$ cat src/rtl/neighbor_stream_rx.sv
// Neighbor-stream receiver: frames packed ID words, buffers them, unpacks to IDs.
// Define NEIGHBOR_RX_TAG_FILTER_EN to accept only words tagged MY_TAG.
module neighbor_stream_rx #(
  parameter int ID_W       = 7,
  parameter int NUM_W      = 5,
  parameter int TAG_W      = 2,
  parameter int MY_TAG     = 0,
  parameter int FIFO_DEPTH = 8
) (
  input  logic                          clk,
  input  logic                          reset,
  input  logic                          In_valid,
  input  logic                          In_sos,
  input  logic                          In_eos,
  input  logic [2*ID_W-1:0]             In_data,
  input  logic [TAG_W-1:0]              In_PE_tag,
  input  logic [NUM_W-1:0]              In_num_Iter,
  input  logic                          Nb_ready,
  output logic                          Nb_valid,
  output logic [ID_W-1:0]               Nb_id,
  output logic                          Nb_first,
  output logic                          Nb_last,
  output logic                          Pkt_done,
  output logic                          Busy,
  output logic                          Proto_err,
  output logic                          Ovf_err,
  output logic [$clog2(FIFO_DEPTH):0]   Fifo_cnt
);
  localparam int AW = $clog2(FIFO_DEPTH);
  localparam int CW = AW + 1;

  typedef enum logic {IDLE, RECV} state_t;

  state_t           state_q, state_d;
  logic [NUM_W-1:0] n_q, n_d;
  logic [NUM_W-1:0] wc_q, wc_d;
  logic [AW-1:0]    wp_q, wp_d;
  logic [AW-1:0]    rp_q, rp_d;
  logic [CW-1:0]    cnt_q, cnt_d;
  logic             h_q, h_d;
  logic             perr_q, perr_d;
  logic             ovf_q, ovf_d;
  logic             done_q, done_d;

  logic [2*ID_W-1:0] mem_data_q  [FIFO_DEPTH];
  logic              mem_first_q [FIFO_DEPTH];
  logic              mem_last_q  [FIFO_DEPTH];
  logic              mem_sl_q    [FIFO_DEPTH];

  logic elig;
`ifdef NEIGHBOR_RX_TAG_FILTER_EN
  assign elig = In_valid & (In_PE_tag == TAG_W'(MY_TAG));
`else
  logic unused_tag;
  assign unused_tag = ^{In_PE_tag, TAG_W'(MY_TAG)};
  assign elig = In_valid;
`endif

  logic [2*ID_W-1:0] hd_data;
  logic hd_first, hd_last, hd_sl;
  logic valid, full, xfer, pop;

  assign hd_data  = mem_data_q[rp_q];
  assign hd_first = mem_first_q[rp_q];
  assign hd_last  = mem_last_q[rp_q];
  assign hd_sl    = mem_sl_q[rp_q];

  assign valid = (cnt_q != '0);
  assign full  = (cnt_q == CW'(FIFO_DEPTH));
  assign xfer  = valid & Nb_ready;
  assign pop   = xfer & (h_q | hd_sl);

  assign Nb_valid  = valid;
  assign Nb_id     = !valid ? '0 :
                     h_q ? hd_data[2*ID_W-1:ID_W] : hd_data[ID_W-1:0];
  assign Nb_first  = valid & hd_first & ~h_q;
  assign Nb_last   = valid & hd_last & (h_q | hd_sl);
  assign Pkt_done  = done_q;
  assign Busy      = (state_q == RECV) | valid | h_q;
  assign Proto_err = perr_q;
  assign Ovf_err   = ovf_q;
  assign Fifo_cnt  = cnt_q;

  // W = ceil(N/2), widened so the maximum N cannot wrap
  logic [NUM_W:0] w_cur, wc_inc;
  assign w_cur  = ({1'b0, n_q} + (NUM_W+1)'(1)) >> 1;
  assign wc_inc = {1'b0, wc_q} + (NUM_W+1)'(1);

  logic push, wr_en, mark_req, mark_en;
  logic e_first, e_last, e_sl, end_word, n0_done;

  always_comb begin
    state_d  = state_q;
    n_d      = n_q;
    wc_d     = wc_q;
    perr_d   = perr_q;
    ovf_d    = ovf_q;
    push     = 1'b0;
    mark_req = 1'b0;
    e_first  = 1'b0;
    e_last   = 1'b0;
    e_sl     = 1'b0;
    end_word = 1'b0;
    n0_done  = 1'b0;
    if (elig) begin
      if (In_sos) begin
        if (state_q == RECV) begin
          perr_d   = 1'b1;
          mark_req = 1'b1;
        end
        n_d     = In_num_Iter;
        wc_d    = NUM_W'(1);
        e_first = 1'b1;
        if (In_eos) begin
          state_d = IDLE;
          if (In_num_Iter == '0) begin
            n0_done = 1'b1;
          end else begin
            push   = 1'b1;
            e_last = 1'b1;
            e_sl   = (In_num_Iter == NUM_W'(1));
            if (In_num_Iter > NUM_W'(2)) perr_d = 1'b1;
          end
        end else begin
          push    = 1'b1;
          state_d = RECV;
        end
      end else if (state_q == IDLE) begin
        perr_d = 1'b1;
      end else begin
        push = 1'b1;
        wc_d = wc_q + NUM_W'(1);
        if (In_eos) begin
          e_last   = 1'b1;
          end_word = 1'b1;
          e_sl     = n_q[0] & (wc_inc == w_cur);
          if (wc_inc != w_cur) perr_d = 1'b1;
          state_d  = IDLE;
        end else if (wc_inc >= w_cur) begin
          perr_d   = 1'b1;
          e_last   = 1'b1;
          end_word = 1'b1;
          state_d  = IDLE;
        end
      end
    end
    wr_en = push & (~full | pop);
    // a dropped closing word still closes the packet on the stored tail
    if (push & ~wr_en) begin
      ovf_d = 1'b1;
      if (end_word) mark_req = 1'b1;
    end
    mark_en = mark_req & (cnt_q > CW'(pop));
  end

  assign wp_d    = wr_en ? wp_q + AW'(1) : wp_q;
  assign rp_d    = pop ? rp_q + AW'(1) : rp_q;
  assign cnt_d   = cnt_q + CW'(wr_en) - CW'(pop);
  assign h_d     = xfer ? ~pop : h_q;
  assign done_d  = (xfer & Nb_last) | n0_done;

  always_ff @(posedge clk) begin
    if (reset) begin
      state_q <= IDLE;
      n_q     <= '0;
      wc_q    <= '0;
      wp_q    <= '0;
      rp_q    <= '0;
      cnt_q   <= '0;
      h_q     <= 1'b0;
      perr_q  <= 1'b0;
      ovf_q   <= 1'b0;
      done_q  <= 1'b0;
    end else begin
      state_q <= state_d;
      n_q     <= n_d;
      wc_q    <= wc_d;
      wp_q    <= wp_d;
      rp_q    <= rp_d;
      cnt_q   <= cnt_d;
      h_q     <= h_d;
      perr_q  <= perr_d;
      ovf_q   <= ovf_d;
      done_q  <= done_d;
    end
  end

  always_ff @(posedge clk) begin
    if (wr_en) begin
      mem_data_q[wp_q]  <= In_data;
      mem_first_q[wp_q] <= e_first;
      mem_last_q[wp_q]  <= e_last;
      mem_sl_q[wp_q]    <= e_sl;
    end
    if (mark_en) begin
      mem_last_q[wp_q - AW'(1)] <= 1'b1;
      mem_sl_q[wp_q - AW'(1)]   <= 1'b0;
    end
  end

endmodule

$ cat config.mk
export PLATFORM = sky130hd
export DESIGN_NAME = neighbor_stream_rx
export DESIGN_NICKNAME = d
export VERILOG_FILES = /design/src/rtl/neighbor_stream_rx.sv
export SDC_FILE = /design/constraint.sdc
export NUM_CORES = 1
export LEC_CHECK = 0
export CAP_MARGIN = 25
export CELL_PAD_IN_SITES_DETAIL_PLACEMENT = 1
export CELL_PAD_IN_SITES_GLOBAL_PLACEMENT = 1
export CORE_UTILIZATION = 45
export CTS_CLUSTER_SIZE = 12
export DETAILED_ROUTE_END_ITERATION = 12
export PLACE_DENSITY_LB_ADDON = 0.1
export SYNTH_ARGS = -nofsm -noshare
export SYNTH_HDL_FRONTEND = slang
export SYNTH_SLANG_ARGS = --single-unit
$ cat constraint.sdc
create_clock -name clk -period 2.73 [get_ports clk]
set_clock_uncertainty 0.1 [all_clocks]
set_input_delay 0.273 -clock clk [delete_from_list [all_inputs] [get_ports clk]]
set_output_delay 0.273 -clock clk [all_outputs]
set_load 0.05 [all_outputs]
==> results of run 1 <==
## power breakdown
group / internal (uW) / switching (uW) / leakage [uW]
combinational: 862 / 1090 / 0.00143
clock: 1350 / 981 / 0.000279
sequential: 2810 / 62.6 / 0.00144
total: 5030 / 2140 / 0.00315
## final timing paths
path	end	slack (ns)
max	Nb_id[0]	-0.03
max reg2reg	mem_sl_q[4]	0.05
min reg2reg	mem_last_q[2]	0.38
min	n_q[4]	0.37
## area by class of cell
type	instances	area share [%]
clock inverter	13	1.61
clock buffer	17	4.68
sequential	164	49.4
multi-input combinational	253	27.9
tap	211	2.90
timing repair buffer	106	12.6
inverter	19	0.908
## cells in the final DEF (no fill, tap or decap), types with 3 or more instances in the layout
cell type / n
buf_12: 17
dfxtp_2: 3
nor2b_1: 5
nand2b_1: 4
and2_4: 7
dfxtp_1: 40
a22oi_1: 3
inv_6: 7
clkinvlp_4: 4
mux2i_1: 16
inv_1: 14
o21ai_1: 3
xnor2_1: 7
clkbuf_16: 18
o21a_1: 3
buf_4: 47
o21ai_0: 7
a31oi_1: 6
nor2_1: 23
nand2_1: 22
or4_4: 3
or3_1: 3
nand3_1: 10
edfxtp_1: 120
clkinv_1: 3
a21oi_1: 15
buf_6: 7
and2_1: 3
xor2_1: 7
mux4_2: 40
clkdlybuf4s50_1: 31
ha_1: 15
## sequential cells by signal, summed over array words and instances, names as in the netlist, named ones only
| signal | flops |
|---|---|
| Fifo_cnt | 4 |
| Ovf_err | 1 |
| Pkt_done | 1 |
| Proto_err | 1 |
| h_q | 1 |
| mem_data_q | 112 |
| mem_first_q | 8 |
| mem_last_q | 8 |
| mem_sl_q | 8 |
| n_q | 5 |
| rp_q | 3 |
| state_q | 1 |
| wc_q | 5 |
| wp_q | 3 |
## through the flow
step | area [sq um] | TNS (ns)
floorplan | 7080 | 0
global placement | 8110 | 0
detailed placement | 8110 | -0.217
CTS | 8870 | -0.211
global route | 9090 | -0.407
finish | 9090 | -0.0433
## per-layer routing
metal	wire length, microns	vias up	share of wire [%]	GRT usage (%)
li1	-	1984	-	-
met1	7190	2206	43	27.7
met2	8650	83	52	38.3
met3	695	10	4.2	4.86
met4	136	0	0.82	5.46
met5	0	-	0	0
## repair_timing
item	4_1_cts	5_1_grt
resized for setup	30	22
setup buffers	6	10
endpoints found under the setup margin	14	73
pin swaps	0	9
cloned	1	1
## kinds of logic (layout without fill, tap and decap cells)
logic type / after synthesis / count (layout)
AND/OR/NAND/NOR: 102 / 102
adder cells (fa/ha/maj): 17 / 17
XOR/XNOR: 14 / 14
AO/OA/AOI/OAI: 59 / 59
flip-flops: 164 / 164
multiplexers: 61 / 61
buffers and inverters: 40 / 155
## critical path, delay by kind of cell (launching register included)
kind	cells	cell delay, ns
buffers and inverters	3	0.42
DFF	1	0.37
and+or+nand+nor	1	0.18
muxes	2	1.00
==> flow_metrics.env, run 1 <==
export IMPL_fin_util_pct=59.6
export IMPL_diodes=0
export IMPL_synthTopCellsByArea="edfxtp_1 51%, mux4_2 13%, dfxtp_1 12%, ha_1 2.8%, mux2i_1 2.4%"
export IMPL_fillCellCount=1431
export IMPL_ys_seq_area_share_pct=63.6
export IMPL_area_growth_syn_to_layout_pct=28.9
export IMPL_dr_pass1_iters=4
export IMPL_synth_adder_area_share_pct=3.12
export IMPL_crit_path_start_kind="register"
export IMPL_p_leak_uw=0.00315
export IMPL_dieHeight_microns=127
export IMPL_hold_viol=0
export IMPL_cp_cell_sequence="buf_12 > buf_12 > mux4_2 > mux4_2 > and2_4 > buf_6"
export IMPL_fp_coreArea_sq_um=15300
export IMPL_ys_types=60
export IMPL_multi_input_comb_area_sq_um=2530
export IMPL_cts_root_buf="clkbuf_16"
export IMPL_period_share_pct=101
export IMPL_final_setup_viol_count=2
export IMPL_dpl_cell_count=735
export IMPL_period_minus_slack_ns=2.76
export IMPL_synth_ff_type="edfxtp_1"
export IMPL_hold_path_startpoint="In_num_Iter[4]"
export IMPL_hold_ws_ns=0.366
export IMPL_drive_above_1_share_pct=33.0
export IMPL_crit_fanout=7
export IMPL_yosysTopAreaCell="edfxtp_1"
export IMPL_syn_mean_instance_area_sq_um=15.4
export IMPL_grt_pass1_vias=4703
export IMPL_fin_cells=783
export IMPL_synth_nets=501
export IMPL_slew_viol_final=0
export IMPL_fin_ws_ns=-0.0335
export IMPL_portBuffers=42
export IMPL_power_total_uw=7170
export IMPL_dp_slack_ns=-0.0615
export IMPL_hold_buffers=0
export IMPL_synth_top_area_share_pct=51.1
export IMPL_dieArea_sq_um=16200
export IMPL_slew_headroom_pct=66.4
export IMPL_arrival_ns=2.39
export IMPL_clock_path_buffers=2
export IMPL_ys_warn_count=0
export IMPL_peakVddDrop_uv=477
export IMPL_drt_iter0_drc=203
export IMPL_synth_top_family_by_area="multiplexers"
export IMPL_synth_mux_area_fraction_pct=15.9
export IMPL_die_width_microns=127
export IMPL_rsz0062_at_grt="true"
export IMPL_power_density_nw_per_um2=788
export IMPL_tightestPinTransition_ns=0.503
export IMPL_critPathKind="reg -> out"
export IMPL_postSynthCellCount=457
export IMPL_drt_wl_total_mm=16.7
export IMPL_slowest_delay_ns=0.52
export IMPL_yosysMostFrequentCell="edfxtp_1"
export IMPL_rows=45
export IMPL_antenna_found_initial=0
export IMPL_clk_latency_ns=0.42
export IMPL_cap_violations=0
export IMPL_grt_overflow_total=0
export IMPL_crit_slowest_cell="mux4_2"
export IMPL_pin_count=45
export IMPL_synth_compound_area_share_pct=5.46
export IMPL_seq_area_sq_um=4490
export IMPL_cts_tree="built"
export IMPL_violations="setup timing"
export IMPL_start_util_pct=46.2
export IMPL_fmax_mhz=362
export IMPL_synthXorXnorAreaFrac_pct=1.74
export IMPL_synthSimpleGateAreaFrac_pct=7.86
export IMPL_hpwlAfterDp_mm=10.6
export IMPL_holdPathStages=3
export IMPL_async_flop_share_pct=0
export IMPL_grt_max_degree=33
export IMPL_required_ns=2.36
export IMPL_avgViaCountPerCell=5.47
export IMPL_cts_clk_slew_worst_paths_ns=0.06
export IMPL_antenna_left=0
export IMPL_track_usage_pct=21.9
export IMPL_wl_per_cell_microns=21.3
export IMPL_numCtsBuffers=17
export IMPL_grt_first_pass_wirelength_mm=25.9
export IMPL_gp_congestion=0.803
export IMPL_synth_seq_cells=164
export IMPL_htreeDepth=4
export IMPL_critPathCaptureType="primary output"
export IMPL_hold_path_class="in -> reg"
export IMPL_drc_errors=0
export IMPL_synth_common_cells="120 x edfxtp_1, 44 x dfxtp_1, 40 x mux4_2"
export IMPL_finalNetCount=605
export IMPL_synth_edf_count=120
export IMPL_reg2reg_depth=10
export IMPL_vias=4283
export IMPL_synth_area_sq_um=7050
export IMPL_outcome="finished, violations left"
export IMPL_clock_sinks=164
(Power assumes the default switching activity.)
==> run 2: changes to the inputs <==
--- a/config.mk
+++ b/config.mk
@@ -8,7 +8,7 @@
 export CAP_MARGIN = 25
 export CELL_PAD_IN_SITES_DETAIL_PLACEMENT = 1
 export CELL_PAD_IN_SITES_GLOBAL_PLACEMENT = 1
-export CORE_UTILIZATION = 45
+export CORE_UTILIZATION = 30
 export CTS_CLUSTER_SIZE = 12
 export DETAILED_ROUTE_END_ITERATION = 12
 export PLACE_DENSITY_LB_ADDON = 0.1
==> run 2 against run 1 <==
  * The flow still finishes with violations (setup timing)
  * Core utilization is 20 points lower
  * Design area is 0.21% higher
  * Worst setup slack worse by 0.034 ns
  * Fmax is 1.2% lower
  * Non-clock buffer count is 6 lower
  * Total power is 0.10% higher
  * Clock power hardly changed
  * Critical path type unchanged
  * Critical endpoint is now Nb_id[2]
  * First-iteration DRC count is 15% lower
  * Register-to-register slack better by 0.03 ns
  * Sequential power hardly changed
==> flow_metrics.env, run 2 (synthesized netlist as in run 1, its figures left out) <==
export IMPL_outcome="finished, violations left"
export IMPL_violations="setup timing"
export IMPL_r2r_slack_ns=0.08
export IMPL_start_util_pct=30.9
export IMPL_required_ns=2.36
export IMPL_tightestPinTransition_ns=0.547
export IMPL_rows=55
export IMPL_finalNetCount=599
export IMPL_clock_sinks=164
export IMPL_drive_above_1_share_pct=32.1
export IMPL_crit_path_start_kind="register"
export IMPL_rr_endpoint="mem_sl_q[0]"
export IMPL_track_usage_pct=15.4
export IMPL_diodes=0
export IMPL_htreeDepth=4
export IMPL_drt_iter0_drc=173
export IMPL_period_share_pct=102
export IMPL_hold_ws_ns=0.385
export IMPL_fin_util_pct=39.9
export IMPL_grt_overflow_total=0
export IMPL_final_setup_viol_count=7
export IMPL_cts_root_buf="clkbuf_16"
export IMPL_routedLengthMet1_mm=8.00
export IMPL_final_cell_mix="120 x edfxtp_1, 47 x buf_4, 41 x dfxtp_1"
export IMPL_rsz0062_at_grt="true"
export IMPL_dp_slack_ns=-0.109
export IMPL_gp_congestion=0.798
export IMPL_antenna_found_initial=0
export IMPL_pin_count=45
export IMPL_fp_coreArea_sq_um=22800
export IMPL_portBuffers=42
export IMPL_finalSetupTns_ns=-0.307
export IMPL_slew_headroom_pct=62.6
export IMPL_drc_errors=0
export IMPL_die_width_microns=155
export IMPL_cts_tree="built"
export IMPL_clock_path_buffers=2
export IMPL_cts_clk_slew_worst_paths_ns=0.07
export IMPL_reg2reg_depth=10
export IMPL_hold_path_class="reg -> reg"
export IMPL_met2_length_mm=8.57
export IMPL_top_layer="met4"
export IMPL_avgViaCountPerCell=4.79
export IMPL_slew_viol_final=0
export IMPL_dieHeight_microns=155
export IMPL_dieArea_sq_um=24100
export IMPL_hpwlAfterDp_mm=11.1
export IMPL_drt_wl_total_mm=17.2
export IMPL_peakVddDrop_uv=372
export IMPL_power_density_nw_per_um2=787
export IMPL_vias=4219
export IMPL_numCtsBuffers=17
export IMPL_dr_pass1_iters=4
export IMPL_critPathCaptureType="primary output"
export IMPL_holdPathStages=2
export IMPL_grt_first_pass_wirelength_mm=27.0
export IMPL_largest_reg_flops=112
export IMPL_hold_viol=0
export IMPL_final_common_cell="edfxtp_1"
export IMPL_p_leak_uw=0.00309
export IMPL_area_growth_syn_to_layout_pct=29.2
export IMPL_period_minus_slack_ns=2.80
export IMPL_hold_path_startpoint="Proto_err"
export IMPL_hold_end="Proto_err"
export IMPL_grt_max_degree=27
export IMPL_critPathKind="reg -> out"
export IMPL_clk_latency_ns=0.43
export IMPL_fin_ws_ns=-0.0674
export IMPL_grt_pass1_vias=4649
export IMPL_arrival_ns=2.42
export IMPL_antenna_left=0
export IMPL_regMostFlops="mem_data_q"
export IMPL_crit_fanout=7
export IMPL_wl_met3_microns=434
export IMPL_wl_per_cell_microns=19.5
export IMPL_cap_violations=0
export IMPL_fmax_mhz=357
-- run 2: timing repair --
action | in CTS | in global routing
endpoints found under the hold margin | 0 | 0
pin swaps | 1 | 1
resized for setup | 31 | 14
hold buffers | 0 | 0
cloned | 3 | 0
endpoints found under the setup margin | 25 | 28
buffers inserted | 4 | 1
-- run 2: metal layers --
metal,track usage [%],up-vias
met2,26.1,59
met4,4.34,0
met1,19.7,2185
met5,0,-
li1,-,1966
met3,3.43,9
-- run 2: worst max-delay path, stage by stage, from the launching register on --
cell	delay (ns)
dfxtp_4	0.37
buf_12	0.16
buf_16	0.15
mux4_2	0.51
mux4_2	0.48
and2_4	0.18
buf_6	0.14
-- run 2: area by class of cell --
cell class	instances	area (sq um)
clock buffers	17	425
clock inverters	14	143
repair buffers	100	1060
fillers	2347	13700
multi-input cells	253	2510
inverters	19	82.6
well taps	313	392
flip-flops and latches	164	4490
-- run 2: metrics by stage --
stage | cell area [sq um] | power (uW) | instances
floorplan | 7080 | 4010 | 457
CTS | 9070 | 7260 | 879
detailed placement | 8270 | 4700 | 841
global placement | 8270 | 4670 | 841
finish | 9110 | 7170 | 880
global route | 9110 | 7490 | 880
-- run 2: worst max path at each step --
stage	start	to	slack, ns	cells past startpoint
floorplan	Fifo_cnt[2]	mem_last_q[2]	0.01	8
global placement	In_num_Iter[1]	Fifo_cnt[2]	-0.11	11
detailed placement	Fifo_cnt[2]	mem_last_q[7]	-0.11	13
CTS	register	Nb_id[1]	-0.11	6
global route	register	Nb_id[2]	-0.15	6
finish	register	Nb_id[2]	-0.07	6
-- run 2: power breakdown --
group	leakage (uW)	internal (uW)	switching (uW)
sequential	0.00144	2810	71.4
combinational	0.00138	857	1080
clock	0.000276	1280	1070
total	0.00309	4950	2220
==> patch 1 (settings of run 2) <==
The option `NEIGHBOR_RX_TAG_FILTER_EN` is turned on by a define.
--- a/src/rtl/neighbor_stream_rx.sv
+++ b/src/rtl/neighbor_stream_rx.sv
@@ -2,2 +2,4 @@
 // Define NEIGHBOR_RX_TAG_FILTER_EN to accept only words tagged MY_TAG.
+`define NEIGHBOR_RX_TAG_FILTER_EN
+
 module neighbor_stream_rx #(
Function: changed (Yosys sat finds a counterexample within 4 cycles, from zero or initial values and one cycle with reset high).
==> patch 1 against run 2 <==
- the flow still finishes with violations (setup timing)
- global-route usage about the same
- worst hold slack got worse by 0.051 ns
- routed wire length is 0.47% higher
- area after synthesis is 0.32% lower
- sequential cell count stayed put
- synthesized cell count up 2.0%
- cell area increased by 1.8%
- power is 10% lower
- setup slack improved by 0.024 ns
- critical endpoint is now Nb_id[6]
==> patch 1: results (changes against run 2) <==
Min Hold Slack: 0.3342 ns (-0.05127 ns)
post-route setup slack: -0.04353 ns (+0.02390 ns)
post-synthesis compound-gate area fraction: 5.374% (-0.089 points)
count of multi-input gates: 261 (+3.2%)
met1 GRT Util: 19.24% (-0.45 points)
status: finished with violations
top cells by count, synth: 120 x edfxtp_1, 44 x dfxtp_1, 40 x mux4_2
mux cell area share after synthesis: 16.23% (+0.35 points)
Adder-Cell Fraction of Synth Area: 3.132% (+0.010 points)
share of layout cells above drive strength 1: 31.76% (-0.34 points)
largest net degree at the start of global routing: 31 (+15%)
WL final: 17.25 mm (+0.47%)
GPL Wtd Cong: 0.7662 (-4.0%)
vias in the first global route: 4713 (+1.4%)
Mapped Cells: 466 (+2.0%)
Non-Clock Buffer Area Fraction: 12.98% (+1.3 points)
post-route setup TNS: -0.1627 ns (+0.1443 ns)
Buffers excl. clock: 114 (+14%)
register area share after synthesis: 63.77% (+0.20 points)
ClkCell Share: 6.382% (+0.15 points)
port bufs: 44 (+4.8%)
failing checks: setup timing
Final Cell Area: 0.009273 mm² (+1.8%)
Worst Path Max Fanout: 8 (+1)
Cell Area, Placed: 0.008362 mm² (+1.1%)
fraction of area in multi-input gates: 27.03% (-0.57 points)
Routed met1 length: 7.569 mm (-5.4%)
Iter 0 DRT Violations: 209 (+21%)
Worst R2R End: mem_last_q[3]
setup violators final: 7 (unchanged)
Place WS: -0.3390 ns (-0.2295 ns)
WL/cell: 19.06 µm (-2.3%)
xor and xnor fraction of the mapped netlist area: 1.619% (-0.12 points)
Post-Syn Nets: 510 (+1.8%)
post-cts gate resize count: 39 (+26%)
DP HPWL: 11.49 mm (+3.3%)
VDD IR max: 0.4668 mV (+25%)
FF+latch area: 0.004501 mm² (+0.22%)
DR WL met2: 9.030 mm (+5.4%)
# Post-CTS Setup Buffers: 5 (+1)
-- patch 1: changes by cell type after synthesis, sizes merged, moves of 4 or more --
cell | run 2 | this run
nand4 | 2 | 6
a31oi | 8 | 4
nor2 | 24 | 30
mux2i | 17 | 21
a21oi | 17 | 22
-- patch 1: power breakdown --
part	internal (mW)	total (mW)	switching, mW
clock network	1.37	2.42	1.05
registers	2.72	2.75	0.0297
logic	0.526	1.26	0.736
total	4.62	6.43	1.81
-- patch 1: how the worst min path moves through the flow --
stage,startpoint,end,cells after the start
finish,In_num_Iter[3],n_q[3],3
global route,In_num_Iter[4],n_q[4],3
CTS,In_num_Iter[3],n_q[3],3
detailed placement,mem_last_q[4],mem_last_q[4],2
global placement,Ovf_err,Ovf_err,2
floorplan,In_data[0],mem_data_q[0][0],0
-- patch 1: critical path, cell delays in order (launching register included) --
cell and delay [ns]:
dfxtp_4 0.37, buf_12 0.14, buf_16 0.15, mux4_2 0.52
mux4_2 0.47, and2_4 0.18, buf_6 0.14
==> patch 2 (settings of run 2) <==
Without the edit above. `wc_q` no longer has a reset.
--- a/src/rtl/neighbor_stream_rx.sv
+++ b/src/rtl/neighbor_stream_rx.sv
@@ -165,3 +165,2 @@
       n_q     <= '0;
-      wc_q    <= '0;
       wp_q    <= '0;
@@ -176,3 +175,2 @@
       n_q     <= n_d;
-      wc_q    <= wc_d;
       wp_q    <= wp_d;
@@ -188,2 +186,6 @@
   always_ff @(posedge clk) begin
+    wc_q <= wc_d;
+  end
+
+  always_ff @(posedge clk) begin
     if (wr_en) begin
Formal check against the unedited RTL: no difference found for any inputs over 4 cycles, from zero or initial values and one cycle with reset high; that may be too few to reach the edited logic, so the function may still have changed.
==> patch 2 against run 2 <==
- power rose by 8.0%
- worst hold slack improved by 0.012 ns
- routed wire length rose by 2.8%
- critical path depth did not move
- first-iteration DRC count rose by 45%
- the flow still finishes with violations (setup timing)
- final cell count rose by 2.5%
- fmax rose by 1.6%
- cell area rose by 2.9%
- setup slack improved by 0.043 ns
- non-clock buffer count rose by 13
- combinational power rose by 25%
- area after synthesis rose by 1.1%
- sequential cell count did not move
- utilization rose by 0.20 points
==> patch 2: results (changes against run 2) <==
Pleak: 3.166 nW (+2.3%)
Tightest Pin Transition: 0.6121 ns (+0.06550 ns)
async set-reset flop share out of synthesis: 0% (unchanged)
setup violators final: 4 (-3)
Iter 0 DRT Violations: 251 (+45%)
reg-to-reg slack, setup: 0.04 ns (-0.04 ns)
first-pass GRT wire length: 27.70 mm (+2.8%)
Distinct cells, synth: 56 (-6.7%)
Via Count: 4270 (+1.2%)
share of layout cells above drive strength 1: 35.51% (+3.4 points)
Adder-Cell Fraction of Synth Area: 3.087% (-0.034 points)
post-synthesis compound-gate area fraction: 5.753% (+0.29 points)
register area share after synthesis: 63.57% (about the same)
critical path data arrival time: 2.38 ns (-0.04 ns)
vias in the first global route: 4666 (+0.37%)
grt total ovfl: 0 (unchanged)
DR WL met2: 8.798 mm (+2.7%)
GRT Util Overall: 15.59% (+0.22 points)
fillers: 2407 (+2.6%)
status: finished with violations
GPL Wtd Cong: 0.7459 (-6.6%)
failing checks: setup timing
routed wl met3: 352 µm (-19%)
P_sw: 2.490 mW (+12%)
DP HPWL: 11.91 mm (+7.1%)
mux cell area share after synthesis: 14.66% (-1.2 points)
VDD IR max: 0.3878 mV (+4.2%)
post-route setup slack: -0.02404 ns (+0.04339 ns)
Worst Path Max Fanout: 5 (-2)
largest net degree at the start of global routing: 23 (-15%)
Post-synth EDFFs: 125 (+4.2%)
ranking of synthesized cells by area: edfxtp_1 53%, mux4_2 13%, dfxtp_1 11%
crit path capture: Nb_id[5]
[patch 2: changes by cell type after synthesis, moves of 4 or more]
cell              run 2  this run
mux2i_1              17         7
o21ai_0               9        18
and3_1                1         5
inv_1                17        13
a31oi_1               7         0
edfxtp_1            120       125
o2111ai_1             0         6
and2_1               10        19
dfxtp_1              44        39
[patch 2: final cells by class]
cell class | instances | area (µm²) | share of cell area, %
Sequential cell | 164 | 4546 | 48.47
Multi-Input combinational cell | 260 | 2640 | 28.15
Timing Repair Buffer | 113 | 1160 | 12.37
Clock buffer | 18 | 429.2 | 4.576
Tap cell | 319 | 399.1 | 4.256
Clock inverter | 13 | 148.9 | 1.588
Inverter | 15 | 56.30 | 0.6003
[patch 2: metrics by stage]
step	utilization [%]	setup slack [ns]	power, mW	cell area (µm²)	instances
floorplan	-	0.01399	4.313	7168	455
global placement	35.91	-0.1160	5.117	8403	856
detailed placement	35.91	-0.1702	5.136	8403	856
CTS	39.31	-0.05343	7.754	9200	895
global route	40.08	-0.09098	8.105	9379	902
finish	40.08	-0.02404	7.748	9379	902
[patch 2: repair_timing]
action                     4_1_cts  5_1_grt
resized for setup               28       27
setup endpoints to repair       23       26
pin swaps                        1        2
setup buffers                    6        7
gates cloned                     2        0
[patch 2: worst min path at each step]
stage / start / to / slack [ns] / cells past startpoint
6_report: Ovf_err / Ovf_err / 0.40 / 2
5_1_grt: mem_last_q[7] / mem_last_q[7] / 0.43 / 2
4_1_cts: n_q[1] / n_q[1] / 0.40 / 2
3_5_place_dp: Ovf_err / Ovf_err / 0.38 / 2
3_3_place_gp: mem_last_q[1] / mem_last_q[1] / 0.38 / 2
2_1_floorplan: reset / Fifo_cnt[0] / 0.24 / 1
[patch 2: kinds of logic after synthesis]
kind of cell / count (synthesis)
simple gates: 120
mux: 53
compound gates: 56
buf+inv: 31
fa+ha+maj: 17
xor+xnor: 14
flops: 164
[patch 2: routing by layer]
layer | global-route usage (%) | up-vias
met1 | 20.58 | 2231
met4 | 4.482 | 0
li1 | - | 1991
met5 | 0 | -
met2 | 26.11 | 36
met3 | 2.833 | 12
[patch 2: power groups by stage]
stage,Sequential (mW),Combinational (mW),Clock [mW]
floorplan,3.04,1.27,0
CTS,2.93,2.36,2.46
finish,2.94,2.42,2.39
global route,2.95,2.60,2.55
detailed placement,2.99,2.15,0
global placement,2.98,2.14,0
[patch 2: worst reg2reg max path: cells and delay by family, from the launching register on]
family | cells | cell delay (ns)
compound gates | 5 | 0.87
fa+ha+maj | 1 | 0.28
buf+inv | 2 | 0.38
flops | 1 | 0.41
mux | 1 | 0.37
simple gates | 1 | 0.21
